`src/rtl/i2s_sample_feeder.sv`:
```
// Stereo sample FIFO feeding the I2S transmitter: one L/R pair is popped at each
// falling edge of frame_clk (start of the left word) and held for the whole frame.
module i2s_sample_feeder #(
  parameter int unsigned DATA_W        = 16,
  parameter int unsigned DEPTH         = 8,
  parameter bit          UNDERRUN_ZERO = 1'b1,
  localparam int unsigned AW    = $clog2(DEPTH),
  localparam int unsigned LVL_W = AW + 1
) (
  input  logic              clk,
  input  logic              reset,
  input  logic              in_valid,
  output logic              in_ready,
  input  logic [DATA_W-1:0] in_left,
  input  logic [DATA_W-1:0] in_right,
  input  logic              frame_clk,
  output logic [DATA_W-1:0] send_queue_left,
  output logic [DATA_W-1:0] send_queue_right,
  output logic [LVL_W-1:0]  level,
  output logic              underrun,
  output logic [15:0]       underrun_count
);

  localparam int unsigned PAIR_W = 2 * DATA_W;

  logic [PAIR_W-1:0] mem_q [DEPTH];
  logic [AW-1:0]     wr_ptr_q, wr_ptr_d;
  logic [AW-1:0]     rd_ptr_q, rd_ptr_d;
  logic [LVL_W-1:0]  level_q, level_d;
  logic [DATA_W-1:0] left_q, left_d;
  logic [DATA_W-1:0] right_q, right_d;
  logic              underrun_q, underrun_d;
  logic [15:0]       ucount_q, ucount_d;
  logic              fc_q;
  logic              boundary, push, pop;

  assign in_ready = (level_q != LVL_W'(DEPTH));
  assign push     = in_valid && in_ready;
  assign boundary = fc_q && !frame_clk;
  assign pop      = boundary && (level_q != '0);

  always_comb begin
    wr_ptr_d   = wr_ptr_q;
    rd_ptr_d   = rd_ptr_q;
    level_d    = level_q;
    left_d     = left_q;
    right_d    = right_q;
    underrun_d = 1'b0;
    ucount_d   = ucount_q;

    if (push) wr_ptr_d = wr_ptr_q + AW'(1);

    if (pop) begin
      rd_ptr_d = rd_ptr_q + AW'(1);
      {left_d, right_d} = mem_q[rd_ptr_q];
    end else if (boundary) begin
      // Empty FIFO at a frame start: flag it and optionally mute the output.
      underrun_d = 1'b1;
      if (ucount_q != 16'hFFFF) ucount_d = ucount_q + 16'd1;
      if (UNDERRUN_ZERO) begin
        left_d  = '0;
        right_d = '0;
      end
    end

    case ({push, pop})
      2'b10:   level_d = level_q + LVL_W'(1);
      2'b01:   level_d = level_q - LVL_W'(1);
      default: level_d = level_q;
    endcase
  end

  always_ff @(posedge clk) begin
    if (reset) begin
      wr_ptr_q   <= '0;
      rd_ptr_q   <= '0;
      level_q    <= '0;
      left_q     <= '0;
      right_q    <= '0;
      underrun_q <= 1'b0;
      ucount_q   <= '0;
      fc_q       <= 1'b1;
    end else begin
      wr_ptr_q   <= wr_ptr_d;
      rd_ptr_q   <= rd_ptr_d;
      level_q    <= level_d;
      left_q     <= left_d;
      right_q    <= right_d;
      underrun_q <= underrun_d;
      ucount_q   <= ucount_d;
      fc_q       <= frame_clk;
    end
  end

  // Storage needs no reset; occupancy is tracked by the pointers and level.
  always_ff @(posedge clk) begin
    if (push) mem_q[wr_ptr_q] <= {in_left, in_right};
  end

  assign send_queue_left  = left_q;
  assign send_queue_right = right_q;
  assign level            = level_q;
  assign underrun         = underrun_q;
  assign underrun_count   = ucount_q;

endmodule

```
`config.mk`:
```
export PLATFORM = sky130hd
export DESIGN_NAME = i2s_sample_feeder
export DESIGN_NICKNAME = d
export VERILOG_FILES = /design/src/rtl/i2s_sample_feeder.sv
export SDC_FILE = /design/constraint.sdc
export NUM_CORES = 1
export LEC_CHECK = 0
export BUFFER_PORTS_ARGS = -buffer_cell sky130_fd_sc_hd__clkbuf_2
export CORE_AREA = 2 2 159 161
export CTS_BUF_LIST = sky130_fd_sc_hd__clkbuf_4
export CTS_CLUSTER_DIAMETER = 150
export DETAILED_ROUTE_END_ITERATION = 8
export DIE_AREA = 0 0 161 163
export PLACE_DENSITY = 0.67
export SLEW_MARGIN = 20
export SYNTH_ARGS = -nofsm -noshare
export SYNTH_HDL_FRONTEND = slang
export SYNTH_SLANG_ARGS = --single-unit
```
`constraint.sdc`:
```
create_clock -name clk -period 5.22 [get_ports clk]
set_input_delay 0.783 -clock clk [delete_from_list [all_inputs] [get_ports clk]]
set_output_delay 0.783 -clock clk [all_outputs]
set_load 0.03 [all_outputs]
```
==> results of run 1 <==
## registers in the layout (all words and copies together) (netlist names), named ones only
signal and flops:
send_queue_left 16, level 4, underrun 1, send_queue_right 16, wr_ptr_q 3, underrun_count 16
rd_ptr_q 3, mem_q 256, fc_q 1
## metrics by stage
stage	hold slack [ps]	cells	util	power (mW)
CTS	307	1197	0.569	6.19
floorplan	490	652	-	3.76
global placement	438	1050	0.523	3.98
global route	329	1198	0.569	6.39
detailed placement	446	1052	0.525	4.01
finish	367	1198	0.569	6.10
## Yosys cell counts, drive strengths merged, types with 2 or more instances
master	n	area share
xnor2	2	0.0015
nand3	9	0.0037
dfxtp	63	0.10
clkbuf	21	0.0065
o31ai	9	0.0056
or3	3	0.0016
o21ai	37	0.015
nand2	43	0.014
nand4	7	0.0042
nor2	18	0.0056
nor2b	3	0.0016
mux4	64	0.12
nand2b	3	0.0016
or4	8	0.0050
nor4	5	0.0038
mux2i	34	0.028
and4	3	0.0022
nor3	5	0.0021
edfxtp	256	0.64
xor2	5	0.0036
ha	6	0.0062
a21oi	16	0.0067
buf	11	0.0049
inv	3	0.00094
## path summary, 6_finish.rpt
path | start | end
max | level[0] | level[2]
min | frame_clk | fc_q
max reg2reg | level[0] | level[2]
min reg2reg | send_queue_right[10] | send_queue_right[10]
## worst reg2reg max path, delay by kind of cell (launching register included)
family	cells	cell delay, ps
AND/OR/NAND/NOR	3	1320
adder cells (fa/ha/maj)	2	490
flip-flops	1	390
XOR/XNOR	2	360
AO/OA/AOI/OAI	2	220
## kinds of logic after synthesis
logic type | share of synthesized area
AOI/OAI and AO/OA | 0.0339
xor gates and xnor gates | 0.00509
adders and majority gates | 0.00623
buffers and inverters | 0.0124
DFF | 0.743
muxes | 0.149
and+or+nand+nor | 0.0503
## power by group
part           total [mW]  internal (mW)  switching, mW
registers            3.06           2.91          0.157
logic               0.877          0.405          0.472
clock network        2.16           1.21          0.942
total                6.10           4.53           1.57
## area by class of cell
type	instances	share of cell area
repair buffers	102	0.0415
multi-input cells	298	0.213
flip-flops and latches	319	0.637
clock inverters	16	0.00828
clock buffers	129	0.0689
well taps	330	0.0294
inverters	3	0.000802
diodes	1	0.000178
## routing by layer
layer,track usage,up-vias
met1,0.235,3308
met3,0.0458,35
met2,0.301,201
li1,-,2990
met5,0,-
met4,0.0743,0
## cells in the final DEF, fill, tap and decap left out, drive strengths merged, types with 2 or more instances in the layout
cell / n
bufinv: 2
nand4: 7
mux4: 64
mux2i: 34
nor2b: 3
nor4: 5
and4: 3
ha: 6
a21oi: 16
nand2b: 3
clkinv: 11
xor2: 5
dfxtp: 63
nor3: 5
or3: 3
edfxtp: 256
buf: 13
nand3: 9
o31ai: 9
inv: 5
xnor2: 2
nor2: 18
o21ai: 37
or4: 8
nand2: 43
clkbuf: 218
==> impl_results.md, run 1 <==
* Required time of the critical path at 5790 ps
* Total number of vias at 6534
* Final hold viol count at 0
* Met3 routed WL at 1340 um
* Critical path buffers and inverters at 0
* CTS tree: built
* Worst-path clk slew at 60 ps
* Postcts setup bufs at 0
* Slew headroom at 0.303
* Number of hold buffers added after CTS at 0
* DP HPWL at 12800 um
* HP Class: input port to register
* Worst VDD drop at 187 uV
* Post-synth EDFFs at 256
* Peak fanout along the critical path at 8
* Nets@finish at 848
* 1st-pass router iterations at 6
* Prevailing post-synth register cell: edfxtp_1
* Met2 wire len at 11700 um
* 1st-iter DRT viols at 393
* Routed length per instance at 19.7 um
* Top Metal Used: met4
* First-pass GRT wire length at 36600 um
* Via-to-Cell Ratio at 5.45
* Post-placement cell area at 13000 um2
* Routed WL at 23600 um
* Initial antenna violation count at 1
* Design area at 14000 um2
* Mapped cell area at 12000 um2
* R2R Setup Slk at 2360 ps
* PwrDens at 434 nW/um2
* Maximum buffer depth of the clock tree at 3
* DRC at 0
* Setup violations, final at 0
* Kind of critical path: register to register
* WP data arrival at 3430 ps
* Worst r2r path cells at 9
* Placer congestion estimate at 0.732
* Starting Density at 0.488
* Mean Syn Cell Area at 18.5 um2
* M1 WL at 10100 um
* Delay-heaviest family, CP: simple AND/OR/NAND/NOR gates
* Root Driver: clkbuf_4
* DP Worst Slack at 2350 ps
* Port bufs at 89
* Tcrit/Tclk final at 0.548
* DIE HEIGHT at 163 um
* I/O pins at 90
* Core area at 24700 um2
* Status: finished clean
* DIE WIDTH at 161 um
* Worst-Margin Slew at 1050 ps
* Synth Instances at 652
* Row Count at 58
* Storage cell area at 8950 um2
* Syn-to-layout area delta at 16.7%
* CTS buffer count at 82
* Hold Path Depth at 2
* Total negative slack at 0 ps
* Fin. max-slew vios at 0
* Max-Cap Viols at 0
* Post-cts sizing count at 0
* Critical-path cell list: or4b_2 -> nand2_2 -> ha_1 -> xor2_1 -> ha_1 -> a21oi_1 -> xor2_1 -> or3_1 -> a21oi_1
* CTS H-tree depth at 3
* GRT Overall Usage at 0.183
* Startpoint types: register
* Multi-input logic area at 3000 um2
* Ys async rst share at 0
* Final Worst Setup Slack at 2360 ps
* RSZ-0062 raised after global routing: no
* #FFs+latches synth at 319
* Critical Path Slowest Stage Cell: or4b_2
* WP depth at 9
* CP peak stage delay at 780 ps
* Layout cells sized above 1 at 0.368
* Vias in the first global route at 6852
* Clk_skew at 26.1 ps
* Largest net degree at the start of global routing at 46
* Clk Latency, worst-skew pair at 670 ps
* Clock Sinks at 319
* Peak Freq at 0.349 GHz
* Yosys warnings at 0
* Final min period at 2860 ps
* Leak pwr at 4.70 nW
* Net Count, Synth at 694
* Critical Path End Type: register
* # fillers at 1968
* Cell variety after synth at 47
* GRT overflow at 0
* Antenna viol nets, final at 0
* Die area at 26200 um2
* Seq/Total Area, Yosys at 0.743
(Power assumes the default switching activity.)
==> run 2: changes to the inputs <==
==> constraint.sdc (replaced) <==
create_clock -name clk -period 2.65 [get_ports clk]
set_input_delay 0.3975 -clock clk [delete_from_list [all_inputs] [get_ports clk]]
set_output_delay 0.3975 -clock clk [all_outputs]
set_load 0.03 [all_outputs]
==> impl_results.md, run 2 (synthesized netlist as in run 1, its figures left out) <==
* Status: finished clean (unchanged)
* Fin. max-slew vios at 0 (unchanged)
* Required time of the critical path at 3230 ps (was 5790 ps)
* Starting Density at 0.488 (unchanged)
* Total number of vias at 6739 (was 6534)
* DP Worst Slack at 65.9 ps (was 2350 ps)
* DP HPWL at 14500 um (was 12800 um)
* Kind of critical path: register to register (unchanged)
* Core area at 24700 um2 (unchanged)
* Maximum buffer depth of the clock tree at 3 (unchanged)
* DRC at 0 (unchanged)
* Worst VDD drop at 392 uV (was 187 uV)
* DIE WIDTH at 161 um (unchanged)
* Internal power at 8.79 mW (was 4.53 mW)
* Syn-to-layout area delta at 20.4% (was 16.7%)
* 1st-iter DRT viols at 462 (was 393)
* Final Worst Setup Slack at 249 ps (was 2360 ps)
* I/O pins at 90 (unchanged)
* Via-to-Cell Ratio at 5.45 (about the same)
* Final hold viol count at 0 (unchanged)
* Peak Freq at 0.416 GHz (was 0.349 GHz)
* Largest net degree at the start of global routing at 57 (was 46)
* Clk_skew at 31.4 ps (was 26.1 ps)
* Number of flip-flops in the largest register at 256 (unchanged)
* Port bufs at 89 (unchanged)
* Root Driver: clkbuf_4 (unchanged)
* Setup violations, final at 0 (unchanged)
* Startpoint types: register (unchanged)
* Clk pwr share at 0.331 (was 0.354)
* Routed WL at 24100 um (was 23600 um)
* CTS tree: built (unchanged)
* PnR Total Power at 11.9 mW (was 6.10 mW)
* Vias in the first global route at 7121 (was 6852)
* Hold Worst Slack at 57.0 ps (was 367 ps)
* Worst-path clk slew at 70 ps (was 60 ps)
* Row Count at 58 (unchanged)
* Commonest cells after routing, fill and taps aside: 256 x edfxtp_1, 125 x clkbuf_4, 89 x clkbuf_2 (was 256 x edfxtp_1, 129 x clkbuf_4, 89 x clkbuf_2)
* Sw frac at 0.262 (was 0.258)
* Psw at 3.12 mW (was 1.57 mW)
* Antenna viol nets, final at 0 (unchanged)
* Placer congestion estimate at 0.853 (was 0.732)
* Leak pwr at 4.87 nW (was 4.70 nW)
* Tcrit/Tclk final at 0.906 (was 0.548)
* GRT Overall Usage at 0.189 (was 0.183)
* RSZ-0062 raised after global routing: no (unchanged)
* GRT overflow at 0 (unchanged)
* Die area at 26200 um2 (unchanged)
* Design area at 14500 um2 (was 14000 um2)
* CTS H-tree depth at 3 (unchanged)
* 1st-pass router iterations at 4 (was 6)
* Routed length per instance at 19.5 um (was 19.7 um)
* Initial antenna violation count at 1 (unchanged)
* Final Util at 0.587 (was 0.569)
* Critical Path End Type: register (unchanged)
* Layout cells sized above 1 at 0.369 (was 0.368)
* Final Non-Filler Cells at 1237 (was 1198)
* Worst-Margin Slew at 977 ps (was 1050 ps)
* Post-placement cell area at 13100 um2 (was 13000 um2)
* Total negative slack at 0 ps (unchanged)
* Seq pwr share at 0.497 (was 0.502)
* WP data arrival at 2980 ps (was 3430 ps)
* Top reg by flops: mem_q (unchanged)
* Clock Sinks at 319 (unchanged)
* HP Class: input port to register (unchanged)
* Slew headroom at 0.347 (was 0.303)
* Peak fanout along the critical path at 8 (unchanged)
* DIE HEIGHT at 163 um (unchanged)
* Clk Latency, worst-skew pair at 650 ps (was 670 ps)
* Final min period at 2400 ps (was 2860 ps)
* First-pass GRT wire length at 37700 um (was 36600 um)
* # placed instances at 1064 (was 1052)
* Max-Cap Viols at 0 (unchanged)
* Nets@finish at 890 (was 848)
* PwrDens at 822 nW/um2 (was 434 nW/um2)
* CTS buffer count at 79 (was 82)
* Commonest non-fill, non-tap cell in the layout: edfxtp_1 (unchanged)
* Combinational power share at 0.171 (was 0.144)
[run 2: changes by cell type in the layout (fill, tap and decap cells not counted), sizes merged]
cell,previous run,this run
dlygate4sd3,0,30
buf,13,28
clkbuf,218,214
bufinv,2,0
[run 2: power by group through the flow]
stage	combinational, mW	sequential (mW)	clock, mW
2_1_floorplan	1.25	6.18	0
3_3_place_gp	1.95	6.02	0
3_5_place_dp	2.01	6.04	0
4_1_cts	2.05	5.94	4.07
5_1_grt	2.21	5.96	4.35
6_report	2.04	5.93	3.95
[run 2: what timing repair did]
| item | in CTS | in global routing |
|---|---|---|
| hold endpoints to repair | 187 | 2 |
| hold buffers | 28 | 2 |
| buffers inserted | 0 | 1 |
| setup endpoints to repair | 0 | 2 |
| resized for setup | 0 | 1 |
[run 2: layout make-up]
class / count / area, um2
clock buffers: 125 / 938
clock inverters: 14 / 58.8
well taps: 330 / 413
diodes: 1 / 2.50
fillers: 1938 / 10200
multi-input cells: 298 / 3050
inverters: 3 / 11.3
repair buffers: 147 / 1060
flip-flops and latches: 319 / 8960
[run 2: critical path, stage by stage, from the launching register on]
cell,delay (ps)
dfxtp_2,390
or4b_4,530
nand2_8,140
ha_2,250
xor2_1,180
ha_1,180
a21oi_1,50
xor2_1,150
or3_1,320
a21oi_1,150
[run 2: worst paths after layout]
kind	start	to	slack, ps	cells after the start
min	in_right[9]	mem_q[7][9]	60	1
max reg2reg	level[3]	level[2]	250	9
max	level[3]	level[2]	250	9
min reg2reg	send_queue_right[1]	send_queue_right[1]	450	2
[run 2: metal layers]
metal,part of all wire,global-route usage,wire (um),up-vias
met2,0.52,0.326,12500,185
met5,0,0,0,-
met3,0.047,0.0494,1140,48
met1,0.41,0.229,9850,3426
li1,-,-,-,3080
met4,0.024,0.0739,572,0
==> run 3: changes to the inputs <==
==> constraint.sdc (replaced) <==
create_clock -name clk -period 2.65 [get_ports clk]
set_input_delay 0.265 -clock clk [delete_from_list [all_inputs] [get_ports clk]]
set_output_delay 0.265 -clock clk [all_outputs]
set_load 0.05 [all_outputs]
==> impl_results.md, run 3 (synthesized netlist as in run 1, its figures left out) <==
* Final Worst Setup Slack at 135 ps (was 249 ps)
* Row Count at 58 (unchanged)
* Worst r2r src: level[0] (was level[3])
* Peak Freq at 0.398 GHz (was 0.416 GHz)
* CTS buffer count at 81 (was 79)
* Syn-to-layout area delta at 20.3% (was 20.4%)
* Starting Density at 0.488 (unchanged)
* CTS H-tree depth at 3 (unchanged)
* Max-Cap Viols at 0 (unchanged)
* First-pass GRT wire length at 37400 um (was 37700 um)
* Tcrit/Tclk final at 0.949 (was 0.906)
* Required time of the critical path at 3220 ps (was 3230 ps)
* Final hold viol count at 0 (unchanged)
* Worst Hold End: level[1] (was mem_q[7][9])
* Commonest cells after routing, fill and taps aside: 256 x edfxtp_1, 126 x clkbuf_4, 89 x clkbuf_2 (was 256 x edfxtp_1, 125 x clkbuf_4, 89 x clkbuf_2)
* Clk Latency, worst-skew pair at 660 ps (was 650 ps)
* 1st-iter DRT viols at 455 (was 462)
* Final Non-Filler Cells at 1244 (was 1237)
* Commonest non-fill, non-tap cell in the layout: edfxtp_1 (unchanged)
* Worst-Margin Slew at 981 ps (was 977 ps)
* Vias in the first global route at 7137 (was 7121)
* Kind of critical path: register to register (unchanged)
* DP Worst Slack at -68.9 ps (was 65.9 ps)
* Design area at 14500 um2 (about the same)
* Via-to-Cell Ratio at 5.30 (was 5.45)
* Port bufs at 89 (unchanged)
* Total number of vias at 6594 (was 6739)
* # placed instances at 1063 (was 1064)
* Placer congestion estimate at 0.831 (was 0.853)
* CTS tree: built (unchanged)
* GRT Overall Usage at 0.187 (was 0.189)
* Number of flip-flops in the largest register at 256 (unchanged)
* 1st-pass router iterations at 5 (was 4)
* R2R Setup Slk at 140 ps (was 250 ps)
* Peak fanout along the critical path at 8 (unchanged)
* Postcts setup bufs at 0 (unchanged)
* Clk_skew at 27.5 ps (was 31.4 ps)
* Die area at 26200 um2 (unchanged)
* Post-placement cell area at 13100 um2 (about the same)
* Final min period at 2510 ps (was 2400 ps)
* Slew headroom at 0.344 (was 0.347)
* Total negative slack at 0 ps (unchanged)
* HP Class: input port to register (unchanged)
* Hold_sp: reset (was in_right[9])
* Worst-path clk slew at 60 ps (was 70 ps)
* Maximum buffer depth of the clock tree at 3 (unchanged)
* Top reg by flops: mem_q (unchanged)
* Fin. max-slew vios at 0 (unchanged)
* Setup violations, final at 0 (unchanged)
* Routed length per instance at 18.7 um (was 19.5 um)
* Critical Path End Type: register (unchanged)
* Initial antenna violation count at 2 (was 1)
* Hold Path Depth at 3 (was 1)
* Nets@finish at 892 (was 890)
* Startpoint types: register (unchanged)
* Routed WL at 23300 um (was 24100 um)
* GRT overflow at 0 (unchanged)
* DP HPWL at 13800 um (was 14500 um)
* Leak pwr at 4.86 nW (was 4.87 nW)
* DIE HEIGHT at 163 um (unchanged)
* DIE WIDTH at 161 um (unchanged)
* Largest net degree at the start of global routing at 33 (was 57)
* Root Driver: clkbuf_4 (unchanged)
* DRC at 0 (unchanged)
* RSZ-0062 raised after global routing: no (unchanged)
* Core area at 24700 um2 (unchanged)
* WP data arrival at 3080 ps (was 2980 ps)
* Worst r2r path cells at 9 (unchanged)
* Layout cells sized above 1 at 0.364 (was 0.369)
* Worst VDD drop at 381 uV (was 392 uV)
* Clock Sinks at 319 (unchanged)
* Status: finished clean (unchanged)
* I/O pins at 90 (unchanged)
* Reg-to-Reg End: level[2] (unchanged)
* PwrDens at 834 nW/um2 (was 822 nW/um2)
* Antenna viol nets, final at 0 (unchanged)
-- run 3: layout make-up --
type,count,area [um2]
Multi-Input combinational cell,298,3060
Clock inverter,19,73.8
Tap cell,330,413
Fill cell,1924,10200
Sequential cell,319,8960
Clock buffer,126,946
Timing Repair Buffer,147,1020
Antenna cell,2,5.00
Inverter,3,11.3
-- run 3: worst max path at each step --
| stage | startpoint | to | slack (ps) | cells after the start |
|---|---|---|---|---|
| after floorplan | level[1] | level[2] | 0.7 | 11 |
| after global placement | level[0] | level[2] | 130 | 9 |
| after detailed placement | level[0] | level[2] | -70 | 9 |
| after CTS | level[0] | level[2] | 150 | 9 |
| after global routing | level[0] | level[2] | 50 | 9 |
| final | level[0] | level[2] | 140 | 9 |
-- run 3: what timing repair did --
action	in CTS	in global routing
gates resized for setup	1	0
hold buffers	34	0
endpoints found under the setup margin	1	0
hold endpoints to repair	258	0
-- run 3: metrics by stage --
step	hold WS (ps)	util	total power, mW
floorplan	364	-	7.62
global placement	434	0.532	8.15
detailed placement	443	0.532	8.22
CTS	64.7	0.587	12.3
global route	99.7	0.587	12.7
finish	136	0.587	12.1
-- run 3: layer usage --
metal,track usage,wire (um)
met5,0,0
met4,0.0706,393
met3,0.0441,1170
met2,0.323,12100
met1,0.230,9630
-- run 3: critical path, cell delays in order, from the launching register on --
cell	delay [ps]
dfxtp_2	360
or4b_4	610
nand2_8	150
ha_4	190
xor2_1	200
ha_1	190
a21oi_1	70
xor2_1	170
or3_1	320
a21oi_1	160
-- run 3: report_power, final --
part	internal [mW]	switching (mW)	total, mW
clock	2.16	1.82	3.97
sequential	5.73	0.208	5.94
combinational	0.910	1.26	2.17
